`src/rtl/mem_port_arbiter_if.sv`:
```
// Purpose : bundles the IF-stage, MEM-stage and memory-command signals of mem_port_arbiter.
// Ports   : IF_* fetch request/response, MEM_* load/store request/response,
//           Mem_* single-ported memory command/read data, Arb_Busy status.
// Modports: slave = arbiter side, master = pipeline + memory side (testbench / integration).
interface mem_port_arbiter_if #(
  parameter int DATA_WIDTH = 32,
  parameter int ADDR_WIDTH = 32
);
  // Fetch requester
  logic                  IF_Request;
  logic [ADDR_WIDTH-1:0] IF_Address;
  logic [DATA_WIDTH-1:0] IF_ReadData;
  logic                  IF_Ready;
  // Load/store requester
  logic                  MEM_Request;
  logic                  MEM_Write;
  logic [ADDR_WIDTH-1:0] MEM_Address;
  logic [DATA_WIDTH-1:0] MEM_WriteData;
  logic [DATA_WIDTH-1:0] MEM_ReadData;
  logic                  MEM_Ready;
  // Memory command side
  logic                  Mem_Enable;
  logic                  Mem_Write;
  logic [ADDR_WIDTH-1:0] Mem_Address;
  logic [DATA_WIDTH-1:0] Mem_WriteData;
  logic [DATA_WIDTH-1:0] Mem_ReadData;
  // Status
  logic                  Arb_Busy;

  modport slave (
    input  IF_Request, IF_Address, MEM_Request, MEM_Write, MEM_Address, MEM_WriteData,
           Mem_ReadData,
    output IF_ReadData, IF_Ready, MEM_ReadData, MEM_Ready,
           Mem_Enable, Mem_Write, Mem_Address, Mem_WriteData, Arb_Busy
  );

  modport master (
    output IF_Request, IF_Address, MEM_Request, MEM_Write, MEM_Address, MEM_WriteData,
           Mem_ReadData,
    input  IF_ReadData, IF_Ready, MEM_ReadData, MEM_Ready,
           Mem_Enable, Mem_Write, Mem_Address, Mem_WriteData, Arb_Busy
  );
endinterface

```
`src/rtl/mem_port_arbiter.sv`:
```
// Purpose : shares one single-ported fixed-latency memory between IF (fetch) and MEM (load/store);
//           MEM wins ties. Optional perf counters with `define MEM_PORT_ARBITER_PERF_EN.
// Latency : request seen in IDLE at t -> Mem_Enable at t+1 -> x_Ready at t+2+MEM_LATENCY.
// Backpres: requesters hold Request until their one-cycle Ready; absence of Ready stalls the pipe.
// Ports   : CLK, Reset (async active-low), bus (mem_port_arbiter_if.slave),
//           [perf] IF_StallCount, MEM_StallCount, ConflictCount.
// MEM_LATENCY must be >= 1.
module mem_port_arbiter #(
  parameter int DATA_WIDTH  = 32,
  parameter int ADDR_WIDTH  = 32,
  parameter int MEM_LATENCY = 2
) (
  input  logic              CLK,
  input  logic              Reset,
  mem_port_arbiter_if.slave bus
`ifdef MEM_PORT_ARBITER_PERF_EN
  ,
  output logic [31:0]       IF_StallCount,
  output logic [31:0]       MEM_StallCount,
  output logic [15:0]       ConflictCount
`endif
);

  localparam int CNT_W = $clog2(MEM_LATENCY + 1);

  typedef enum logic [2:0] {
    IDLE,
    GRANT_IF,
    WAIT_IF,
    DONE_IF,
    GRANT_MEM,
    WAIT_MEM,
    DONE_MEM
  } arbState_t;

  arbState_t             state;
  arbState_t             nextState;
  logic [CNT_W-1:0]      waitCount;
  logic                  lastWait;

  logic                  memEnable;
  logic                  ifReady;
  logic                  memReady;
  logic                  busy;

  logic                  cmdWrite;
  logic [ADDR_WIDTH-1:0] cmdAddress;
  logic [DATA_WIDTH-1:0] cmdWriteData;
  logic [DATA_WIDTH-1:0] ifReadData;
  logic [DATA_WIDTH-1:0] memReadData;

  // Count of 1 marks the cycle in which Mem_ReadData is valid.
  assign lastWait = (waitCount == CNT_W'(1));

  always_ff @(posedge CLK or negedge Reset) begin
    if (!Reset) begin
      state <= IDLE;
    end else begin
      state <= nextState;
    end
  end

  always_comb begin
    nextState = state;
    memEnable = 1'b0;
    ifReady   = 1'b0;
    memReady  = 1'b0;
    busy      = 1'b1;
    case (state)
      IDLE: begin
        busy = 1'b0;
        // MEM holds the older instruction, so it wins a tie.
        if (bus.MEM_Request) begin
          nextState = GRANT_MEM;
        end else if (bus.IF_Request) begin
          nextState = GRANT_IF;
        end
      end
      GRANT_IF: begin
        memEnable = 1'b1;
        nextState = WAIT_IF;
      end
      WAIT_IF: begin
        if (lastWait) begin
          nextState = DONE_IF;
        end
      end
      DONE_IF: begin
        ifReady   = 1'b1;
        nextState = IDLE;
      end
      GRANT_MEM: begin
        memEnable = 1'b1;
        nextState = WAIT_MEM;
      end
      WAIT_MEM: begin
        if (lastWait) begin
          nextState = DONE_MEM;
        end
      end
      DONE_MEM: begin
        memReady  = 1'b1;
        nextState = IDLE;
      end
      default: begin
        nextState = IDLE;
      end
    endcase
  end

  // Command registers are loaded only on the IDLE->GRANT edge and then held
  // through WAIT, so the memory sees a stable command for the whole access.
  always_ff @(posedge CLK or negedge Reset) begin
    if (!Reset) begin
      waitCount    <= '0;
      cmdWrite     <= 1'b0;
      cmdAddress   <= '0;
      cmdWriteData <= '0;
      ifReadData   <= '0;
      memReadData  <= '0;
    end else begin
      if (state == IDLE) begin
        if (bus.MEM_Request) begin
          cmdWrite     <= bus.MEM_Write;
          cmdAddress   <= bus.MEM_Address;
          cmdWriteData <= bus.MEM_WriteData;
        end else if (bus.IF_Request) begin
          cmdWrite     <= 1'b0;
          cmdAddress   <= bus.IF_Address;
          cmdWriteData <= '0;
        end
      end

      case (state)
        GRANT_IF, GRANT_MEM: waitCount <= CNT_W'(MEM_LATENCY);
        WAIT_IF, WAIT_MEM:   waitCount <= waitCount - CNT_W'(1);
        default:             waitCount <= waitCount;
      endcase

      // Stores capture too; the value is simply meaningless for them.
      if (state == WAIT_IF && lastWait) begin
        ifReadData <= bus.Mem_ReadData;
      end
      if (state == WAIT_MEM && lastWait) begin
        memReadData <= bus.Mem_ReadData;
      end
    end
  end

  assign bus.Mem_Enable    = memEnable;
  assign bus.Mem_Write     = cmdWrite;
  assign bus.Mem_Address   = cmdAddress;
  assign bus.Mem_WriteData = cmdWriteData;
  assign bus.IF_Ready      = ifReady;
  assign bus.MEM_Ready     = memReady;
  assign bus.IF_ReadData   = ifReadData;
  assign bus.MEM_ReadData  = memReadData;
  assign bus.Arb_Busy      = busy;

`ifdef MEM_PORT_ARBITER_PERF_EN
  // Saturating stall/conflict counters.
  always_ff @(posedge CLK or negedge Reset) begin
    if (!Reset) begin
      IF_StallCount  <= '0;
      MEM_StallCount <= '0;
      ConflictCount  <= '0;
    end else begin
      if (bus.IF_Request && !ifReady && (IF_StallCount != '1)) begin
        IF_StallCount <= IF_StallCount + 32'd1;
      end
      if (bus.MEM_Request && !memReady && (MEM_StallCount != '1)) begin
        MEM_StallCount <= MEM_StallCount + 32'd1;
      end
      if (state == IDLE && bus.IF_Request && bus.MEM_Request && (ConflictCount != '1)) begin
        ConflictCount <= ConflictCount + 16'd1;
      end
    end
  end
`endif

endmodule

```
`src/flat_wrapper.sv`:
```
// flat-port wrapper written by rule: the top's interface ports become plain ports
module mem_port_arbiter_flat 
#(
  parameter int DATA_WIDTH  = 32,
  parameter int ADDR_WIDTH  = 32,
  parameter int MEM_LATENCY = 2
)
  (CLK, Reset, bus_IF_Request, bus_IF_Address, bus_MEM_Request, bus_MEM_Write, bus_MEM_Address, bus_MEM_WriteData, bus_Mem_ReadData, bus_IF_ReadData, bus_IF_Ready, bus_MEM_ReadData, bus_MEM_Ready, bus_Mem_Enable, bus_Mem_Write, bus_Mem_Address, bus_Mem_WriteData, bus_Arb_Busy);
  mem_port_arbiter_if #(.DATA_WIDTH(DATA_WIDTH), .ADDR_WIDTH(ADDR_WIDTH)) bus_i ();
  input  logic CLK;
  input  logic Reset;
  input wire logic [$bits(bus_i.IF_Request)-1:0] bus_IF_Request;
  input wire logic [$bits(bus_i.IF_Address)-1:0] bus_IF_Address;
  input wire logic [$bits(bus_i.MEM_Request)-1:0] bus_MEM_Request;
  input wire logic [$bits(bus_i.MEM_Write)-1:0] bus_MEM_Write;
  input wire logic [$bits(bus_i.MEM_Address)-1:0] bus_MEM_Address;
  input wire logic [$bits(bus_i.MEM_WriteData)-1:0] bus_MEM_WriteData;
  input wire logic [$bits(bus_i.Mem_ReadData)-1:0] bus_Mem_ReadData;
  output wire logic [$bits(bus_i.IF_ReadData)-1:0] bus_IF_ReadData;
  output wire logic [$bits(bus_i.IF_Ready)-1:0] bus_IF_Ready;
  output wire logic [$bits(bus_i.MEM_ReadData)-1:0] bus_MEM_ReadData;
  output wire logic [$bits(bus_i.MEM_Ready)-1:0] bus_MEM_Ready;
  output wire logic [$bits(bus_i.Mem_Enable)-1:0] bus_Mem_Enable;
  output wire logic [$bits(bus_i.Mem_Write)-1:0] bus_Mem_Write;
  output wire logic [$bits(bus_i.Mem_Address)-1:0] bus_Mem_Address;
  output wire logic [$bits(bus_i.Mem_WriteData)-1:0] bus_Mem_WriteData;
  output wire logic [$bits(bus_i.Arb_Busy)-1:0] bus_Arb_Busy;
  assign bus_i.IF_Request = bus_IF_Request;
  assign bus_i.IF_Address = bus_IF_Address;
  assign bus_i.MEM_Request = bus_MEM_Request;
  assign bus_i.MEM_Write = bus_MEM_Write;
  assign bus_i.MEM_Address = bus_MEM_Address;
  assign bus_i.MEM_WriteData = bus_MEM_WriteData;
  assign bus_i.Mem_ReadData = bus_Mem_ReadData;
  assign bus_IF_ReadData = bus_i.IF_ReadData;
  assign bus_IF_Ready = bus_i.IF_Ready;
  assign bus_MEM_ReadData = bus_i.MEM_ReadData;
  assign bus_MEM_Ready = bus_i.MEM_Ready;
  assign bus_Mem_Enable = bus_i.Mem_Enable;
  assign bus_Mem_Write = bus_i.Mem_Write;
  assign bus_Mem_Address = bus_i.Mem_Address;
  assign bus_Mem_WriteData = bus_i.Mem_WriteData;
  assign bus_Arb_Busy = bus_i.Arb_Busy;
  mem_port_arbiter #(.DATA_WIDTH(DATA_WIDTH), .ADDR_WIDTH(ADDR_WIDTH), .MEM_LATENCY(MEM_LATENCY)) u_core (.CLK(CLK), .Reset(Reset), .bus(bus_i));
endmodule
```
`config.mk`:
```
export PLATFORM = sky130hd
export DESIGN_NAME = mem_port_arbiter_flat
export DESIGN_NICKNAME = d
export VERILOG_FILES = /design/src/rtl/mem_port_arbiter_if.sv /design/src/rtl/mem_port_arbiter.sv /design/src/flat_wrapper.sv
export SDC_FILE = /design/constraint.sdc
export NUM_CORES = 1
export LEC_CHECK = 0
export BUFFER_PORTS_ARGS = -buffer_cell sky130_fd_sc_hd__buf_4
export CORE_MARGIN = 2
export CORE_UTILIZATION = 35
export CTS_CLUSTER_SIZE = 28
export DETAILED_ROUTE_END_ITERATION = 7
export GPL_ROUTABILITY_DRIVEN = 0
export MAX_ROUTING_LAYER = met4
export PLACE_DENSITY = 0.67
export SYNTH_ARGS = -nofsm -noshare
export SYNTH_HDL_FRONTEND = slang
export SYNTH_SLANG_ARGS = --single-unit
```
`constraint.sdc`:
```
create_clock -name CLK -period 4.74 [get_ports CLK]
set_input_delay 0.711 -clock CLK [delete_from_list [all_inputs] [get_ports CLK]]
set_output_delay 0.711 -clock CLK [all_outputs]
set_load 0.1 [all_outputs]
```
# Word-level counts from Yosys, hierarchy flattened

Cells that the tools add are included.

Add/subtract/negate cells: 1
$mul: 0
Div/mod/pow operators: 0
$lt $le $gt $ge: 0
Equal/unequal tests: 10
Shift-type cells: 0
Muxes and demuxes: 16
Bitwise logic cells: 0
Reductions and logical operators: 9

Operator list:

| kind                                                                     | count |
|---|---|
| 32-bit two-way mux                                                       | 4 |
| 3-bit case mux with 5 select lines                                       | 1 |
| 3-bit two-way mux                                                        | 4 |
| 3-bit == test (second input constant)                                    | 3 |
| 3-bit by 2-bit == test with 1-bit output (second input constant)         | 2 |
| 1-bit two-way mux                                                        | 6 |
| 2-bit by 1-bit inequality test with 1-bit output (second input constant) | 2 |
| 2-bit case mux with 2 select lines                                       | 1 |
| 2-bit nonzero test                                                       | 2 |
| 2-bit OR reduction                                                       | 2 |
| 3-bit by 1-bit == test with 1-bit output (second input constant)         | 1 |
| 3-bit zero test                                                          | 1 |
| 3-bit inequality test (second input constant)                            | 1 |
| 3-bit AND reduction                                                      | 1 |
| 2-bit by 1-bit == test with 1-bit output (second input constant)         | 1 |
| 1-bit logical AND                                                        | 2 |
| 2-bit AND reduction                                                      | 1 |
| 2-bit by 1-bit subtractor with 2-bit output (second input constant)      | 1 |

Register bits after elaboration: 134
Latch bits: 0
Memory bits (writable): 0
Memory bits (read-only): 0
Bits of input ports: 133
Output and inout port bits: 133
Memories: 0

# Logic depth before layout (Yosys ltp)

Word-level depth: 3
Mapped depth: 6

# Least setup slack after synthesis

OpenSTA, ideal clock, no wires.

Path type: reg-to-output
Start: register u_core.state[1]
End: output port bus_IF_Ready
Arrival: 1945 ps
Data required time: 4029 ps
Setup slack: 2084 ps
Cell stages (with the launch flop): 4
Path buffers: 1
Path through: dfrtp_1 -> buf_2 -> nand2_1 -> nor2_1

Word-level cells in the longest chain between the ends: 2

Ends and longest elaborated chain:

| element                                  | line                   | RTL |
|---|---|---|
| start: declaration                       | mem_port_arbiter.sv:36 | `arbState_t state;` |
| start signal: assignment                 | mem_port_arbiter.sv:59 | `state <= nextState;` |
| 3-bit by 2-bit == test with 1-bit output | mem_port_arbiter.sv:69 | `case (state)` |
| 1-bit two-way mux                        | mem_port_arbiter.sv:69 |  |
| end: declaration                         | flat_wrapper.sv:20     | `output wire logic [$bits(bus_i.IF_Ready)-1:0] bus_IF_Ready;` |

Every way passes these cells.

# Worst setup path after layout

Same ends and word-level chain as after synthesis.

==> flow_metrics.env <==
export IMPL_clockBufferDepth=2
export IMPL_report_final_slew_viol_count=0
export IMPL_diodes=0
export IMPL_netlist_area_um2=5639
export IMPL_synth_common_cells="134 x dfrtp_1, 71 x mux2_2, 46 x mux2_4"
export IMPL_io_pins=266
export IMPL_core_um2=15830
export IMPL_hold_buffers=0
export IMPL_fp_dieH_um=130.9
export IMPL_crit_chain="nand2_1 > nor2_1 > buf_4"
export IMPL_grt_pass1_vias=4228
export IMPL_crit_fanout=16
export IMPL_max_cap_violations=0
export IMPL_synthFlopType="dfrtp_1"
export IMPL_synth_area_leader_cell="dfrtp_1"
export IMPL_arrival_ns=1.73
export IMPL_synth_area_leaders="dfrtp_1 59%, mux2_2 14%, mux2_4 12%, a22o_1 5.1%, mux2_1 2.2%"
export IMPL_drive_gt1_frac=0.6693
export IMPL_synth_nets=487
export IMPL_layout_cells_non_filler=845
export IMPL_placed_area_um2=7772
export IMPL_ys_seq_area_frac=0.5946
export IMPL_clk_pin_slew_ns=0.06
export IMPL_grt_pass1_wl_um=21710
export IMPL_worstPathRequired_ns=4.03
export IMPL_antenna_found_initial=0
export IMPL_rrSetupSlack_ns=2.40
export IMPL_grt_overflow=0
export IMPL_crit_type="reg2out"
export IMPL_post_synth_top_count_cell="dfrtp_1"
export IMPL_start_util=0.3563
export IMPL_reg2reg_depth=3
export IMPL_numCtsBuffers=17
export IMPL_ys_types=31
export IMPL_die_width_um=130.9
export IMPL_synth_top_area_frac=0.5946
export IMPL_fill_cells=1353
export IMPL_avgSynthCellArea_um2=15.97
export IMPL_ant_nets=0
export IMPL_crit_path_top_delay_cell="dfrtp_1"
export IMPL_io_buffers=265
export IMPL_viasPerCell=4.688
export IMPL_wire_per_inst_um=17.02
export IMPL_worstSkewPairLatency_ns=0.41
export IMPL_dp_cells=813
export IMPL_synth_edf_count=0
export IMPL_num_vias=3961
export IMPL_fmax_mhz=410.1
export IMPL_yosysWarnings=0
export IMPL_final_min_clock_period_ns=2.439
export IMPL_dpl_hpwl_um=10070
export IMPL_start_kind="flop"
export IMPL_reg2reg_from="u_core.state[1]"
export IMPL_finalSetupViolCount=0
export IMPL_drtIter0Drc=140
export IMPL_clock_sinks=134
export IMPL_worstHoldPathType="in2async"
export IMPL_cts_resized=0
export IMPL_grt_max_degree=92
export IMPL_fin_area_um2=8391
export IMPL_htreeDepth=4
export IMPL_ys_ff_latch=134
export IMPL_worstSetupEndpointType="primary output"
export IMPL_num_nets_final=750
export IMPL_status="completed"
export IMPL_cpPeakStageDelay_ns=0.67
export IMPL_die_area_um2=17140
export IMPL_cts_setup_buffers=0
export IMPL_rows=46
export IMPL_ys_async_sr_fraction=1.000
export IMPL_syn_to_final_growth_pct=48.79
export IMPL_tightest_slew_ns=1.238
export IMPL_fin_setup_tns_ns=0
export IMPL_finClkSkew_ns=0.009153
export IMPL_syn_instance_count=353
export IMPL_clockRootBuffer="clkbuf_16"
export IMPL_firstDrtPassIters=4
export IMPL_fin_crit_sh=0.5145
export IMPL_grtUsageTotal=0.1704
export IMPL_cts_tree="built"
export IMPL_rsz0062_at_grt="false"
export IMPL_slew_limit_headroom=0.1749
export IMPL_worst_r2r_endpoint="u_core.bus.Mem_WriteData[9]"
export IMPL_drc=0
export IMPL_drt_total_wl_um=14390
export IMPL_hold_violations=0
[layer usage]
layer,wire [um],vias up,GRT usage
met2,7255,176,0.2831
met4,216,0,0.06320
met5,0,-,-
li1,-,1810,-
met1,5850,1959,0.1972
met3,1062,16,0.04845
[flip-flops by register name, indices dropped and copies added, names as in the netlist]
register / count
u_core.bus.IF_ReadData: 32
u_core.bus.MEM_ReadData: 32
u_core.bus.Mem_Address: 32
u_core.bus.Mem_Write: 1
u_core.bus.Mem_WriteData: 32
u_core.state: 3
u_core.waitCount: 2
[final cells by class]
class                      instances  area (um^2)  share of cell area
sequential                       134         3353              0.3996
multi-input combinational        191         2115              0.2520
timing repair buffer             269         2023              0.2411
tap                              216        270.3             0.03221
inverter                           3        11.26            0.001342
clock inverter                    11        147.6             0.01760
clock buffer                      21        470.5             0.05607
[kinds of logic after synthesis]
| logic type | after synthesis | share of synthesized area |
|---|---|---|
| buffers and inverters | 28 | 0.03261 |
| flip-flops | 134 | 0.5946 |
| multiplexers | 129 | 0.2880 |
| AO/OA/AOI/OAI | 42 | 0.06257 |
| AND/OR/NAND/NOR | 16 | 0.01531 |
| XOR/XNOR | 3 | 0.004660 |
| adder cells (fa/ha/maj) | 1 | 0.002218 |
[cell usage in the layout (no fill, tap or decap), types with 5 or more instances in the layout]
cell type,netlist,final
dfrtp_1,134,134
mux2_1,11,11
nor2_1,5,5
clkbuf_16,0,17
a22o_1,33,33
mux2_2,71,71
mux2_4,46,46
buf_4,2,268
[worst max-delay path by stage]
stage               startpoint                     endpoint  cells after the start
6_report       u_core.state[1]                 bus_IF_Ready                      3
5_1_grt        u_core.state[1]  u_core.bus.Mem_WriteData[6]                      3
4_1_cts        u_core.state[1]                 bus_Arb_Busy                      3
3_5_place_dp   bus_MEM_Request   u_core.bus.Mem_Address[19]                      4
3_3_place_gp   bus_MEM_Request   u_core.bus.Mem_Address[26]                      4
2_1_floorplan  u_core.state[1]                 bus_IF_Ready                      3
[metrics by stage]
step | utilization | setup WS, ns | hold slack, ns
2_1_floorplan | - | 2.084 | 0.4154
3_3_place_gp | 0.4911 | 2.055 | 0.4760
3_5_place_dp | 0.4911 | 1.980 | 0.4828
4_1_cts | 0.5301 | 2.274 | 0.3939
5_1_grt | 0.5301 | 2.152 | 0.4253
6_report | 0.5301 | 2.301 | 0.3529
[critical path, delay by kind of cell (launching register included)]
kind / cells / cell delay [ns]
buffers and inverters: 1 / 0.31
flip-flops: 1 / 0.67
AND/OR/NAND/NOR: 2 / 0.34
Power is not shown: default switching activity piles up to over one toggle a cycle in this logic, so the estimate is an artifact.
